`config.mk`:
```
export PLATFORM = sky130hd
export DESIGN_NAME = pipeline_hazard_ctrl
export DESIGN_NICKNAME = d
export VERILOG_FILES = /design/src/rtl/pipeline_hazard_ctrl.sv
export SDC_FILE = /design/constraint.sdc
export NUM_CORES = 1
export LEC_CHECK = 0
export CORE_ASPECT_RATIO = 2
export CORE_UTILIZATION = 46
export DETAILED_ROUTE_END_ITERATION = 10
export HOLD_SLACK_MARGIN = 0.12
export PLACE_DENSITY = 0.9
export SKIP_CTS_REPAIR_TIMING = 1
export SLEW_MARGIN = 25
export SYNTH_ARGS = -nofsm -noshare
export SYNTH_HDL_FRONTEND = slang
export SYNTH_SLANG_ARGS = --single-unit
```
`constraint.sdc`:
```
create_clock -name clk -period 2.9 [get_ports clk]
set_input_delay 0.58 -clock clk [delete_from_list [all_inputs] [get_ports clk]]
set_output_delay 0.58 -clock clk [all_outputs]
set_load 0.05 [all_outputs]
```
`src/rtl/pipeline_hazard_ctrl.sv`:
```
// Hazard and sequencing controller for a 5-stage MIPS pipeline: load-use
// bubbles, taken-branch flushes, memory-busy freeze and saturating statistics.
module pipeline_hazard_ctrl #(
  parameter int unsigned LU_STALLS = 1,
  parameter int unsigned CNT_W     = 16
) (
  input  logic             clk,
  input  logic             rst,
  input  logic             i_idex_memRead,
  input  logic [4:0]       i_idex_rt,
  input  logic [4:0]       i_ifid_rs,
  input  logic [4:0]       i_ifid_rt,
  input  logic             i_ifid_uses_rt,
  input  logic             i_exmem_branch,
  input  logic             i_exmem_zero,
  input  logic             i_mem_busy,
  output logic             o_pc_write,
  output logic             o_pc_src,
  output logic             o_ifid_write,
  output logic             o_idex_write,
  output logic             o_exmem_write,
  output logic             o_memwb_write,
  output logic             o_ifid_flush,
  output logic             o_idex_flush,
  output logic             o_exmem_flush,
  output logic [CNT_W-1:0] o_stall_cnt,
  output logic [CNT_W-1:0] o_flush_cnt
);

  localparam logic [0:0]       ST_RUN      = 1'b0;
  localparam logic [0:0]       ST_LU_STALL = 1'b1;
  localparam logic [3:0]       REM_LOAD    = 4'(LU_STALLS - 1);
  localparam logic [CNT_W-1:0] CNT_MAX     = {CNT_W{1'b1}};
  localparam logic [CNT_W-1:0] CNT_ONE     = {{(CNT_W-1){1'b0}}, 1'b1};

  logic [0:0]       r_state;
  logic [0:0]       w_state_nxt;
  logic [3:0]       r_rem;
  logic [3:0]       w_rem_nxt;
  logic [CNT_W-1:0] r_stall_cnt;
  logic [CNT_W-1:0] r_flush_cnt;
  logic             w_stall_inc;
  logic             w_flush_inc;
  logic             w_hazard;
  logic             w_taken;

  // A load into $zero never produces a value a consumer could wait for.
  function automatic logic load_use(
    input logic       mem_read,
    input logic [4:0] idex_rt,
    input logic [4:0] ifid_rs,
    input logic [4:0] ifid_rt,
    input logic       uses_rt
  );
    return mem_read && (idex_rt != 5'd0) &&
           ((idex_rt == ifid_rs) || (uses_rt && (idex_rt == ifid_rt)));
  endfunction

  function automatic logic [CNT_W-1:0] sat_inc(
    input logic [CNT_W-1:0] cnt,
    input logic             inc
  );
    if (inc && (cnt != CNT_MAX)) begin
      return cnt + CNT_ONE;
    end else begin
      return cnt;
    end
  endfunction

  assign w_hazard = load_use(i_idex_memRead, i_idex_rt, i_ifid_rs, i_ifid_rt, i_ifid_uses_rt);
  assign w_taken  = i_exmem_branch & i_exmem_zero;

  // Next-state, counter increments and all buffer enables/flushes.
  always_comb begin
    w_state_nxt   = r_state;
    w_rem_nxt     = r_rem;
    w_stall_inc   = 1'b0;
    w_flush_inc   = 1'b0;
    o_pc_write    = 1'b1;
    o_pc_src      = 1'b0;
    o_ifid_write  = 1'b1;
    o_idex_write  = 1'b1;
    o_exmem_write = 1'b1;
    o_memwb_write = 1'b1;
    o_ifid_flush  = 1'b0;
    o_idex_flush  = 1'b0;
    o_exmem_flush = 1'b0;
    if (rst) begin
      o_pc_write    = 1'b0;
      o_ifid_write  = 1'b0;
      o_idex_write  = 1'b0;
      o_exmem_write = 1'b0;
      o_memwb_write = 1'b0;
      o_ifid_flush  = 1'b1;
      o_idex_flush  = 1'b1;
      o_exmem_flush = 1'b1;
    end else if (i_mem_busy) begin
      o_pc_write    = 1'b0;
      o_ifid_write  = 1'b0;
      o_idex_write  = 1'b0;
      o_exmem_write = 1'b0;
      o_memwb_write = 1'b0;
    end else if (w_taken) begin
      o_pc_src      = 1'b1;
      o_ifid_flush  = 1'b1;
      o_idex_flush  = 1'b1;
      o_exmem_flush = 1'b1;
      w_flush_inc   = 1'b1;
      w_state_nxt   = ST_RUN;
      w_rem_nxt     = 4'd0;
    end else begin
      case (r_state)
        ST_LU_STALL: begin
          o_pc_write   = 1'b0;
          o_ifid_write = 1'b0;
          o_idex_flush = 1'b1;
          w_stall_inc  = 1'b1;
          if (r_rem <= 4'd1) begin
            w_state_nxt = ST_RUN;
            w_rem_nxt   = 4'd0;
          end else begin
            w_rem_nxt   = r_rem - 4'd1;
          end
        end
        ST_RUN: begin
          if (w_hazard) begin
            o_pc_write   = 1'b0;
            o_ifid_write = 1'b0;
            o_idex_flush = 1'b1;
            w_stall_inc  = 1'b1;
            if (LU_STALLS > 32'd1) begin
              w_state_nxt = ST_LU_STALL;
              w_rem_nxt   = REM_LOAD;
            end else begin
              w_state_nxt = ST_RUN;
              w_rem_nxt   = 4'd0;
            end
          end else begin
            w_state_nxt = ST_RUN;
          end
        end
        default: begin
          w_state_nxt = ST_RUN;
          w_rem_nxt   = 4'd0;
        end
      endcase
    end
  end

  // State, bubble down-counter and statistics registers.
  always_ff @(posedge clk or posedge rst) begin
    if (rst) begin
      r_state     <= ST_RUN;
      r_rem       <= 4'd0;
      r_stall_cnt <= {CNT_W{1'b0}};
      r_flush_cnt <= {CNT_W{1'b0}};
    end else begin
      r_state     <= w_state_nxt;
      r_rem       <= w_rem_nxt;
      r_stall_cnt <= sat_inc(r_stall_cnt, w_stall_inc);
      r_flush_cnt <= sat_inc(r_flush_cnt, w_flush_inc);
    end
  end

  assign o_stall_cnt = r_stall_cnt;
  assign o_flush_cnt = r_flush_cnt;

endmodule

```
# [Word-level counts from Yosys, hierarchy flattened]
# Index checks and enable logic that the tools add are counted.
[classes] n_lt_le_gt_ge=1 n_bitwise=4 reduce_logical=9 eq_ne=5 add_sub_neg=3 muxes=26
[op_table] operator="16-bit by 1-bit adder with 16-bit output, second input constant" count=2
[op_table] operator="16-bit != test, second input constant" count=2
[op_table] operator="1-bit 2-to-1 mux" count=19
[op_table] operator="4-bit 2-to-1 mux" count=3
[op_table] operator="5-bit equality test" count=2
[op_table] operator="4-bit case mux with 2 select lines" count=1
[op_table] operator="1-bit case mux with 2 select lines" count=3
[op_table] operator="1-bit logical AND" count=5
[op_table] operator="5-bit nonzero test" count=1
[op_table] operator="4-bit by 1-bit less-or-equal comparator with 1-bit output, second input constant" count=1
[op_table] operator="4-bit by 1-bit subtractor with 4-bit output, second input constant" count=1
[op_table] operator="3-bit != test, second input constant" count=1
[op_table] operator="1-bit inverter" count=3
[op_table] operator="3-bit AND reduction" count=1
[op_table] operator="2-bit AND reduction" count=1
[op_table] operator="1-bit AND" count=1
[op_table] operator="1-bit logical OR" count=1
[word_totals] output_inout_bits=41 elab_cells=52 reg_bits=37

# [Longest topological paths before layout]
# Gate-level depths: netlist (run 1).
[logic_depth] word_depth=10 depth_mapped=9

# [Least setup slack after synthesis (run 1)]
# OpenSTA, ideal clock, no wires.
[synth_timing] path_type="input to output" from="in rst" to="out o_idex_flush" required_time_ns=2.320 arrival_time_ns=2.954 stages=3 path_slack_ns=-0.634 n_path_buf=0 path_cell_list="inv_1 > o21ai_0 > o21bai_1"
[synth_between] elab_chain_cells=1
[synth_rtl] item="from (decl)" line="8" source="input logic rst,"
[synth_rtl] item="1-bit 2-to-1 mux" line="88" source="if (rst) begin"
[synth_rtl] item="to (decl)" line="24" source="output logic o_idex_flush,"
# No other way between the ends.

# [Worst setup path in the final report (run 1)]
[layout_timing] from="in i_idex_rt[2]" to="out o_pc_write"
[layout_between] elab_chain_cells=9 word_cells_on_any_way=12
[layout_rtl] item="from (decl)" line="10" source="input logic [4:0] i_idex_rt,"
[layout_rtl] item="5-bit equality test" line="56" source="((idex_rt == ifid_rs) || (uses_rt && (idex_rt == ifid_rt)));"
[layout_rtl] item="1-bit logical AND" line="56"
[layout_rtl] item="1-bit logical OR" line="56"
[layout_rtl] item="1-bit logical AND (*)" line="55" source="return mem_read && (idex_rt != 5'd0) &&"
[layout_rtl] item="1-bit 2-to-1 mux (*)" line="126" source="if (w_hazard) begin"
[layout_rtl] item="1-bit case mux with 2 select lines (*)" line="112" source="case (r_state)"
[layout_rtl] item="1-bit 2-to-1 mux (*)" line="103" source="end else if (w_taken) begin"
[layout_rtl] item="1-bit 2-to-1 mux (*)" line="97" source="end else if (i_mem_busy) begin"
[layout_rtl] item="1-bit 2-to-1 mux (*)" line="88"
[layout_rtl] item="to (decl)" line="17" source="output logic o_pc_write,"
# Every way passes the cells marked *; elsewhere a longest branch is shown, timed or not.

==> results of run 1 <==
[cells by family after synthesis]
| group | after synthesis |
|---|---|
| flops | 37 |
| simple gates | 73 |
| mux | 3 |
| fa+ha+maj | 4 |
| buf+inv | 14 |
| xor+xnor | 40 |
| compound gates | 19 |
[cells in the final DEF, fill, tap and decap left out, types with 3 or more instances in the layout]
| cell type | count |
|---|---|
| a21oi_1 | 3 |
| and3_1 | 4 |
| and4_1 | 3 |
| buf_12 | 9 |
| buf_4 | 11 |
| clkbuf_8 | 5 |
| clkdlybuf4s50_1 | 50 |
| dfrtp_1 | 37 |
| dlymetal6s2s_1 | 3 |
| ha_1 | 4 |
| inv_1 | 5 |
| nand2_1 | 16 |
| nand3_1 | 8 |
| nand4_1 | 19 |
| nor2_1 | 9 |
| xnor2_1 | 34 |
| xor2_1 | 6 |
[synth_stat cells (all sizes together) (2+ instances only)]
master / n / area share, %
inv: 6 / 1.1
dfrtp: 37 / 47
a21oi: 4 / 1.0
nand3: 8 / 2.0
xnor2: 34 / 15
buf: 7 / 3.1
xor2: 6 / 2.6
nand2: 16 / 3.0
a221o: 2 / 1.0
nor2: 10 / 2.0
and2: 2 / 0.63
nor2b: 2 / 0.63
nand4: 19 / 6.0
ha: 4 / 2.5
a21o: 3 / 1.2
and3: 6 / 2.0
and4: 3 / 1.3
mux2: 2 / 1.1
o21ai: 2 / 0.50
[routing by layer]
| layer | track usage [%] | vias up | wire, um |
|---|---|---|---|
| li1 | - | 811 | - |
| met1 | 20.0 | 830 | 1650 |
| met2 | 43.8 | 55 | 2850 |
| met3 | 4.31 | 9 | 210 |
| met4 | 8.09 | 0 | 113 |
| met5 | 0 | - | 0 |
[final timing paths]
| kind | startpoint | end | slack [ns] | cells past startpoint |
|---|---|---|---|---|
| worst max-delay path | i_idex_rt[2] | o_pc_write | 0.02 | 6 |
| worst min-delay path | o_flush_cnt[13] | o_flush_cnt[13] | 0.49 | 1 |
| worst max register to register | o_stall_cnt[0] | o_stall_cnt[1] | 0.84 | 7 |
| worst min register to register | o_flush_cnt[13] | o_flush_cnt[13] | 0.49 | 1 |
| max in group asynchronous | rst | o_stall_cnt[12] | 1.74 | 3 |
| min in group asynchronous | rst | o_stall_cnt[2] | 0.82 | 3 |
[flip-flops by register name (all words and copies together), names as in the netlist]
| register | count |
|---|---|
| o_flush_cnt | 16 |
| r_state | 1 |
| r_rem | 4 |
| o_stall_cnt | 16 |
[power by group through the flow]
stage / clock network, W / registers, W / logic, W
final: 0.000442 / 0.000584 / 0.000366
after global routing: 0.000483 / 0.000590 / 0.000386
after CTS: 0.000456 / 0.000584 / 0.000365
after detailed placement: 0 / 0.000594 / 0.000364
after global placement: 0 / 0.000592 / 0.000356
after floorplan: 0 / 0.000692 / 0.000112
[stage by stage]
step	TNS (ns)	cells	cell area [um2]	util, %
floorplan	0	190	2010	-
global placement	-0.179	306	2800	67.7
detailed placement	-0.253	306	2800	67.7
CTS	-0.250	314	2910	70.4
global route	-0.105	315	2930	70.9
finish	0	315	2930	70.9
[critical path, cell delays in order]
cell and delay, ns:
clkdlybuf4s50_1 0.42, or4_1 0.44, o21a_1 0.25, a21o_2 0.23, a21oi_4 0.20, buf_12 0.17
[layout make-up]
type,count,area (um2)
Fill cell,313,1200
Tap cell,52,65.1
Inverter,6,26.3
Sequential cell,37,926
Multi-Input combinational cell,139,998
Clock buffer,6,72.6
Clock inverter,2,38.8
Timing Repair Buffer,73,801
==> reports/qor.yml, run 1 <==
status:
  outcome: "complete, no violations"
floorplan:
  ioPinCount: 63
  core_region_area_mm2: 0.00413
  rows: 33
  initial_core_util_pct: 48.2
  die_h_um: 95.0
  die_x_um: 48.5
  dieArea_mm2: 0.00461
global_routing:
  grt_pass1_wl_um: 7490
  grt_start_max_net_pins: 38
  grt_overflow: 0
  track_usage_pct: 21.3
  grt_antenna_before_repair: 0
  grt_pass1_vias: 1625
pwr:
  sw_frac_of_total_pct: 31.3
  comb_power_share_pct: 26.3
  pwr-share-clk_pct: 31.8
  power_density_mw_per_mm2: 475
  cellLeakagePower_nw: 1.29
  switching_power_w: 0.000435
  seqPwrFrac_pct: 41.9
  internal_power_w: 0.000956
  p_total_w: 0.00139
  vdd_ir_drop_max_uv: 570
drt:
  routed_wl_um: 4830
  vias_per_cell: 5.41
  ant_nets: 0
  vias: 1705
  drc: 0
  wire_per_inst_um: 15.3
  firstDrtPassIters: 4
  drt_iter0_drc: 8
timing:
  max_slew_margin_pct: 65.2
  whs_ns: 0.492
  period_needed_ns: 2.88
  slew_violations: 0
  period_share_pct: 99.1
  setup_viol: 0
  worst_slew_pin_slew_ns: 0.522
  layout_setup_ws_ns: 0.0248
  fin_skew_ns: 0.0144
  hold_viol: 0
  fmax_mhz: 348
synth:
  ys_warn_count: 0
  synthDistinctLibCells: 43
  synthSimpleGateAreaFrac_pct: 20.2
  ys.flop_type: "dfrtp_1"
  synthMuxAreaShare_pct: 1.63
  syn_inst: 190
  syn_area_mm2: 0.00199
  synth.net_count: 216
  synth_edf_count: 0
  synth_top_family_by_area: "simple AND/OR/NAND/NOR gates"
  ys_ff_latch: 37
  syn_avg_cell_area_um2: 10.5
  synth-compound-area-share_pct: 7.17
  synth_xor_area_share_pct: 17.6
  synth-seq-area-share_pct: 46.5
  synthAdderAreaFrac_pct: 2.51
  synth-async-reset-ratio_pct: 100
clock_tree:
  clock_sinks: 37
  tritoncts: "done"
  cts_inserted_buffers: 5
  cts_root_buffer: "clkbuf_8"
  insertion_delay_ns: 0.29
  path_clk_slew_ns: 0.07
  cts.path.max_buffers: 2
  htree_levels: 2
setup_path:
  crit_required_ns: 2.32
  worstPathArrival_ns: 2.30
  cp_max_fo: 3
  critical_path_class: "in2out"
  end_kind: "primary output"
  critPathLaunchType: "primary input"
finish:
  drive_gt1_share_pct: 15.2
  area_growth_pct: 47.1
  layout.nets: 288
  diodes: 0
place:
  dp_hpwl_um: 3510
  io_buffers: 62
  gp_congestion: 0.777
  pre_cts_ws_ns: -0.123
flow_run:
  max-cap-violations: 0
min_path:
  hold_path.class: "reg2reg"
No activity file was read; power rests on OpenSTA's default activity.
==> inputs of run 2 (changes only) <==
Settings changed: CORE_MARGIN set to 1.
==> results of run 2 <==
The final DEF is identical to that of run 1; final timing and power are the same.
==> patch (config.mk and constraints of run 2) <==
Put one more register stage on the output `o_flush_cnt`, without a reset. The value now appears one clock later. The other outputs are not delayed to match.
--- a/src/rtl/pipeline_hazard_ctrl.sv
+++ b/src/rtl/pipeline_hazard_ctrl.sv
@@ -163,7 +163,9 @@
   end
 
   assign o_stall_cnt = r_stall_cnt;
-  assign o_flush_cnt = r_flush_cnt;
+  always_ff @(posedge clk) begin
+    o_flush_cnt <= r_flush_cnt;
+  end
 
 endmodule
 
Formal check against the unedited RTL: not equivalent (a bounded check fails within 4 cycles, from zero or initial values and one cycle with rst high).
==> patch against run 2 <==
  * Register-to-register slack lost 20 ps
  * Sequential share of layout area is 7.5 points higher
  * Sequential cell count rose by 16
  * Synthesized area rose by 18%
  * Clock skew fell by 6.3 ps
  * Setup slack improved by 45 ps
  * First-iteration DRC count increased to 5.6 times the old value
  * Cell area increased by 8.8%
  * Synthesized cell count increased by 11%
  * Total power is 17% higher
  * Fmax grew 1.6%
  * Hold slack worse by 110 ps
  * Routed wire length up 5.8%
  * Critical endpoint is now o_idex_flush
  * Largest cell class is now sequential cells
  * Largest power group unchanged
  * Highest routed layer unchanged
==> patch: results (changes against run 2) <==
| Metric | Value |
|---|---|
| Initial DRC count | `45 (+37)` |
| Post-synth ARST share | `69.8% (-30 points)` |
| CTS clk-pin slew, worst paths | `90 ps (+20 ps)` |
| Worst hold start | `r_flush_cnt[14]` |
| R2r setup slk | `820 ps (-20 ps)` |
| Seq/Total Area, Yosys | `53.0% (+6.5 points)` |
| WL met3 | `161 um (-23%)` |
| Vias in the first global route | `1842 (+13%)` |
| Multi-input gates | `143 (+2.9%)` |
| Placer's final routability congestion estimate | `0.847 (+9.1%)` |
| Xor-xnor portion of the synthesized cell area | `14.2% (-3.4 points)` |
| Filler cells | `404 (+29%)` |
| Hold Path Stages | `0 (-1)` |
| Buffers excl. clock | `68 (-6.8%)` |
| Routing usage on met2 | `37.3% (-6.5 points)` |
| Met3 usage | `3.98% (-0.32 points)` |
| Seq cells | `53 (+43%)` |
| Clock-cell share of area | `2.71% (-1.1 points)` |
| CP arrival | `2250 ps (-50 ps)` |
| Synth top cells by count | `dfrtp_1, xnor2_1, dfxtp_1` |
| Top post-synthesis cells by area | `dfrtp_1, dfxtp_1, xnor2_1` |
| GR Util All Layers | `20.9% (-0.40 points)` |
| Run status | `complete, no violations` |
| Largest delay share family, worst path | `buffers and inverters` |
| Buffering overhead | `21.4% (-5.9 points)` |
| Reg-to-Reg Start | `o_stall_cnt[5]` |
| HPWL Detailed | `3830 um (+9.4%)` |
| Adder-cell area share of the yosys netlist | `2.13% (-0.38 points)` |
| Multi-input gate area | `1050 um2 (+5.5%)` |
| Reg2reg path depth | `6 (-1)` |
| Max Clock Skew | `8.07 ps (-6.31 ps)` |
| Inverter count | `11 (+5)` |
| Share of cells above drive strength 1 | `13.4% (-1.8 points)` |
| Hold EP | `o_flush_cnt[14]` |
| Post-Syn Nets | `237 (+9.7%)` |
| Worst vdd ir | `0.589 mV (+3.4%)` |
| Netlist cell types | `36 (-16%)` |
| Post-synthesis instance total | `211 (+11%)` |
-- patch: cell types whose count changed in the layout (fill, tap and decap cells not counted), sizes merged, moves of 3 or more --
cell   before  now
xor2        6   15
nor4        0    3
buf        20   15
nand3       8   14
dfxtp       0   16
inv         5   11
a21oi       4    1
nor3        0    9
xnor2      34   23
nand4      19   12
-- patch: where the power goes --
group,internal (mW),switching (mW),total (mW)
Combinational,0.145,0.222,0.367
Clock,0.172,0.233,0.405
Sequential,0.794,0.0581,0.852
Total,1.11,0.513,1.62
-- patch: metrics by stage --
stage | utilization [%] | total power, mW | area, um2 | setup slack [ps] | hold WS [ps]
global placement | 62.7 | 1.22 | 3080 | 78.9 | 358
detailed placement | 62.7 | 1.23 | 3080 | 1.97 | 357
finish | 64.9 | 1.62 | 3190 | 69.4 | 384
floorplan | - | 1.08 | 2360 | 6.95 | 347
CTS | 64.4 | 1.64 | 3160 | 3.79 | 391
global route | 64.9 | 1.70 | 3190 | 13.3 | 397
